===== src/rtl/odpc_dual_lane_acc.sv =====
// Dual-lane accumulate-and-compare stage: sums N_TERMS products per lane,
// then reports lane-A sign, lane agreement and a saturating mismatch count.
module odpc_dual_lane_acc #(
  parameter int PROD_W  = 16,
  parameter int ACC_W   = 20,
  parameter int N_TERMS = 9,
  parameter int ERR_W   = 8
) (
  input  logic              clk,
  input  logic              reset,
  input  logic              clr,
  input  logic              in_valid,
  output logic              in_ready,
  input  logic [PROD_W-1:0] prod_a,
  input  logic [PROD_W-1:0] prod_b,
  output logic              out_valid,
  input  logic              out_ready,
  output logic              msb_result,
  output logic              same,
  output logic [ACC_W-1:0]  acc_a_out,
  output logic [ERR_W-1:0]  err_cnt
);

  localparam int CNT_W = $clog2(N_TERMS);
  localparam logic [CNT_W-1:0] LAST = CNT_W'(N_TERMS - 1);
  localparam logic [ERR_W-1:0] ERR_MAX = '1;

  typedef enum logic [1:0] {
    ACC,
    CMP,
    OUT
  } state_t;

  state_t           state;
  state_t           state_nxt;
  logic [ACC_W-1:0] acc_a;
  logic [ACC_W-1:0] acc_b;
  logic [CNT_W-1:0] cnt;
  logic [ACC_W-1:0] ext_a;
  logic [ACC_W-1:0] ext_b;

  assign ext_a = {{(ACC_W-PROD_W){prod_a[PROD_W-1]}}, prod_a};
  assign ext_b = {{(ACC_W-PROD_W){prod_b[PROD_W-1]}}, prod_b};

  // Handshake outputs depend on state only, never on in_valid.
  assign in_ready  = (state == ACC);
  assign out_valid = (state == OUT);

  always_comb begin
    state_nxt = state;
    if (clr) begin
      state_nxt = ACC;
    end else begin
      unique case (state)
        ACC: if (in_valid && cnt == LAST) state_nxt = CMP;
        CMP: state_nxt = OUT;
        OUT: if (out_ready) state_nxt = ACC;
        default: state_nxt = ACC;
      endcase
    end
  end

  always_ff @(posedge clk or posedge reset) begin
    if (reset) begin
      state      <= ACC;
      acc_a      <= '0;
      acc_b      <= '0;
      cnt        <= '0;
      err_cnt    <= '0;
      acc_a_out  <= '0;
      msb_result <= 1'b0;
      same       <= 1'b0;
    end else begin
      state <= state_nxt;
      if (clr) begin
        acc_a <= '0;
        acc_b <= '0;
        cnt   <= '0;
      end else begin
        unique case (state)
          ACC: begin
            if (in_valid) begin
              acc_a <= acc_a + ext_a;
              acc_b <= acc_b + ext_b;
              cnt   <= cnt + 1'b1;
            end
          end
          CMP: begin
            msb_result <= acc_a[ACC_W-1];
            same       <= (acc_a == acc_b);
            acc_a_out  <= acc_a;
            if (acc_a != acc_b && err_cnt != ERR_MAX)
              err_cnt <= err_cnt + 1'b1;
          end
          OUT: begin
            if (out_ready) begin
              acc_a <= '0;
              acc_b <= '0;
              cnt   <= '0;
            end
          end
          default: ;
        endcase
      end
    end
  end

endmodule


===== config.mk =====
export PLATFORM = sky130hd
export DESIGN_NAME = odpc_dual_lane_acc
export DESIGN_NICKNAME = d
export VERILOG_FILES = /design/src/rtl/odpc_dual_lane_acc.sv
export SDC_FILE = /design/constraint.sdc
export NUM_CORES = 1
export LEC_CHECK = 0
export BUFFER_PORTS_ARGS = -buffer_cell sky130_fd_sc_hd__buf_2
export CORE_MARGIN = 2
export CORE_UTILIZATION = 23
export CTS_CLUSTER_SIZE = 24
export DETAILED_ROUTE_END_ITERATION = 8
export GPL_TIMING_DRIVEN = 0
export PLACE_DENSITY_LB_ADDON = 0.1
export SETUP_SLACK_MARGIN = 0.1
export SLEW_MARGIN = 5
export SYNTH_ARGS = -nofsm -noshare
export SYNTH_HDL_FRONTEND = slang
export SYNTH_SLANG_ARGS = --single-unit

===== constraint.sdc =====
create_clock -name clk -period 3.4 [get_ports clk]
set_input_delay 0.17 -clock clk [delete_from_list [all_inputs] [get_ports clk]]
set_output_delay 0.17 -clock clk [all_outputs]
set_load 0.05 [all_outputs]

; Yosys cells after proc, flatten, opt, wreduce, memory -nomap -nowiden
; Index checks and enable logic that the tools add are counted.
[totals]
reg_bits = 76
inputBits = 37
elab_cells = 45
output_inout_bits = 32
[classes]
n_reduce_logical = 8
n_bitwise = 1
addsub = 4
n_eq_ne = 9
n_mux = 15
[ops]
columns = op, n
row1 = 2-to-1 mux 20 bit, 5
row2 = case mux 20 bit (2 select lines), 2
row3 = adder 20 bit, 2
row4 = == test 20 bit, 1
row5 = inequality test 20 bit, 1
row6 = 2-to-1 mux 4 bit, 3
row7 = "adder 8 x 1 -> 8 bit, second input constant", 1
row8 = "inequality test 8 bit, second input constant", 1
row9 = case mux 4 bit (2 select lines), 1
row10 = 2-to-1 mux 2 bit, 3
row11 = "inequality test 3 x 2 -> 1 bit, second input constant", 2
row12 = case mux 2 bit (3 select lines), 1
row13 = AND reduction 3 bit, 2
row14 = "adder 4 x 1 -> 4 bit, second input constant", 1
row15 = "== test 4 bit, second input constant", 1
row16 = AND reduction 2 bit, 2
row17 = "inequality test 3 bit, second input constant", 1
row18 = nonzero test 3 bit, 1
row19 = "== test 2 x 1 -> 1 bit, second input constant", 1
row20 = "== test 2 bit, second input constant", 1
row21 = logical AND 1 bit, 2
row22 = zero test 2 bit, 1
row23 = inverter 1 bit, 1

; Depth between registers and ports, before layout
[depth]
ltp_word = 5
ltp_mapped = 9
ltp_nobuf = 9

; Worst setup path after synthesis
; No wires, ideal clock.
[synth_timing]
path_type = reg-to-reg
start = register acc_a[0]
end = register acc_a[14]
required_ps = 3271
n_path_buf = 0
slack_ps = 964
synth_period_minus_slack_ps = 2436
stages_incl_launch_ff = 10
t_arrival_ps = 2307
setup_ps = 129
path_cell_list = dfrtp_1 > ha_1 > fa_1 > a21oi_2 > nor2_1 > or3_4 > o22a_4 > a21bo_2 > a221oi_2 > o21ai_1
[synth_between]
elab_chain_len = 4
[synth_lines]
columns = item, line
row1 = start: declaration, 36  ; logic [ACC_W-1:0] acc_a;
row2 = start signal: assignment, 83  ; acc_a <= acc_a + ext_a;
row3 = adder 20 bit, 83
row4 = 2-to-1 mux 20 bit, 82  ; if (in_valid) begin
row5 = case mux 20 bit (2 select lines), 80  ; unique case (state)
row6 = 2-to-1 mux 20 bit, 75  ; if (clr) begin
; Every way passes these cells. The select of a mux whose other input is x is not followed.
; A chain may end at the register's enable or synchronous reset.

; Final worst setup path
; Same ends and word-level chain as after synthesis.

==> flow_summary.ini <==
[setup_path]
r2r_setup_slack_ns = 0.69
cp_slowest_stage_delay_ns = 0.44
slowest_stage = fa_1
start_kind = flop
crit_fanout = 4
r2r_cells = 9
worst-setup-path-type = flop to flop
worst_ep_arrival_time_ns = 2.92
endpoint_kind = flop
worstPathRequired_ns = 3.62
rr_endpoint = acc_a[14]
critPathLaunch = acc_a[0]
regToRegStartpoint = acc_a[0]
path_cells = ha_1, fa_1, a21oi_2, nor2_1, or3_4, o22a_4, a21bo_2, a221oi_2, o21ai_1

[clock_tree]
clockBufferDepth = 2
clk_pin_slew_worst_paths_ns = 0.06
cts_inserted_buffers = 9
cts_root_buf = clkbuf_16
h-tree-depth = 3
cts_tree = done
clkSinkCount = 75
clock_latency_ns = 0.35
cts_setup_buffers = 0

[die]
row_count = 53
start_util_pct = 23.45
die_area_mm2 = 0.02269
die_height_um = 150.6
die_w_um = 150.6
io_pins = 69
coreArea_mm2 = 0.02109

[routing]
post_drt_wl_per_cell_um = 16.09
drc = 0
ant_nets = 0
drtIter0Drc = 152
drt-total-wl_mm = 14.88
dr.pass1.iters = 6
viasPerCell = 4.571
vias = 4228

[global_route]
grt_max_degree = 51
grt_pass1_vias = 4285
track_usage_pct = 13.91
overflow = 0
antenna_found_initial = 1
grt_pass1_wl_mm = 23.85

[sta]
finalHoldViolCount = 0
fin_skew_ns = 0.01028
maxSlewViolCount = 0
hold_ws_ns = 0.05642
fmax_mhz = 369.2
setup_viol = 0
period_needed_ns = 2.708
rsz0062_at_grt = false
finalSetupTns_ns = 0
finalWorstSetupSlack_ns = 0.6917
fin_crit_sh_pct = 79.66
worst_pin_slew_ns = 0.6762
slew_headroom_pct = 54.92

[pwr]
p_per_area_mw_per_mm2 = 511.2
finalPower_mw = 3.054
p_leak_nw = 2.911
ir_drop_mv = 0.2082

[logic_synthesis]
synth_top_area_share_pct = 37.95
avgSynthCellArea_um2 = 8.769
syn_area_mm2 = 0.004946
synth.area.top_cells = dfrtp_1, ha_1, nand2_1, o21ai_0, xnor2_1
synth-seq-area-share_pct = 37.95
synth_fp_nets = 644
synth-edff-count = 0
synth_cells = 564
async_flop_share_pct = 100.0
synth_top_area_cell = dfrtp_1
synth_cell_types = 57
ys_seq_elements = 75
yosys_warnings = 0
dominantRegCellSynth = dfrtp_1

[placed_design]
detailed_place.area_mm2 = 0.005660
portBuffers = 68
gp_congestion = 0.8885
pre_cts_ws_ns = 0.7132
dp_hpwl_mm = 11.86
dp.cells = 908

[run_status]
status = finished, final reports clean

[run]
max_cap_viol_count = 0

[final_layout]
diodes = 0
area_growth_pct = 20.77
layout-drive-gt1-share_pct = 16.15
final_cells = 925
postLayoutCellArea_mm2 = 0.005973
mostFrequentLayoutCells = nand2_1, dfrtp_1, buf_2
post-route-util_pct = 28.33
final_common_cell = nand2_1
nets = 725

[hold_path]
hold_path_depth = 2
min_to = state[1]
min_path_type = input port to flop
hp-start = clr
## cell type report
class / count / area (um^2)
Buffer: 17 / 72.57
Clock buffer: 10 / 239.0
Clock inverter: 6 / 63.81
Fill cell: 2299 / 15110
Inverter: 10 / 40.04
Multi-Input combinational cell: 462 / 2959
Sequential cell: 75 / 1877
Tap cell: 275 / 344.1
Timing Repair Buffer: 70 / 377.9
## Yosys cell counts (3+ instances only)
library cell	count
nand2_1	131
dfrtp_1	75
o21ai_0	53
ha_1	41
a21oi_1	30
xnor2_1	30
xor2_1	30
nor2_1	23
clkbuf_1	13
nand3_1	12
nand4_1	11
a21o_1	10
inv_1	10
nor2b_1	8
nor3_1	7
a31oi_1	5
and2_1	5
a211oi_1	4
and3_1	4
nor4_1	4
nand2b_1	3
or2_2	3
or3_1	3
## worst max-delay path, delay by kind of cell, from the launching register on
kind / cells / cell delay (ns)
and+or+nand+nor: 2 / 0.48
AOI/OAI and AO/OA: 5 / 0.98
DFF: 1 / 0.42
adders and majority gates: 2 / 0.68
## metal layers
metal | wire [um] | track usage, % | vias to the layer above | share of wire, %
li1 | - | - | 2156 | -
met1 | 7234 | 19.00 | 1995 | 49
met2 | 6974 | 22.73 | 62 | 47
met3 | 485 | 2.273 | 13 | 3.3
met4 | 172 | 3.879 | 2 | 1.2
met5 | 16 | 0 | - | 0.11
## repair_timing
item	in CTS	in global routing
endpoints found under the hold margin	25	0
hold buffers	1	0
gates resized for setup	0	0
## sequential cells by signal (all words and copies together), names as in the netlist
| name | count |
|---|---|
| msb_result | 1 |
| err_cnt | 8 |
| acc_a_out | 19 |
| acc_b | 20 |
| cnt | 4 |
| state | 2 |
| same | 1 |
| acc_a | 20 |
## how the worst max path moves through the flow
stage / endpoint / slack, ns / cells after the start
floorplan: acc_a[14] / 0.96 / 9
global placement: acc_b[8] / 0.08 / 2
detailed placement: acc_a[16] / 0.71 / 9
CTS: acc_a[14] / 0.69 / 9
global route: acc_a[16] / 0.58 / 9
finish: acc_a[14] / 0.69 / 9
## kinds of logic (layout without fill, tap and decap cells)
group / Yosys count / count (layout) / synth area share [%]
simple gates: 218 / 218 / 19.58
compound gates: 137 / 137 / 17.58
flops: 75 / 75 / 37.95
xor+xnor: 60 / 60 / 10.62
fa+ha+maj: 43 / 43 / 11.18
buf+inv: 27 / 113 / 2.226
mux: 4 / 4 / 0.8601
## power by group
group	switching (mW)	internal, mW
sequential	0.133	0.981
combinational	0.540	0.408
clock	0.403	0.589
(Power assumes the default switching activity.)
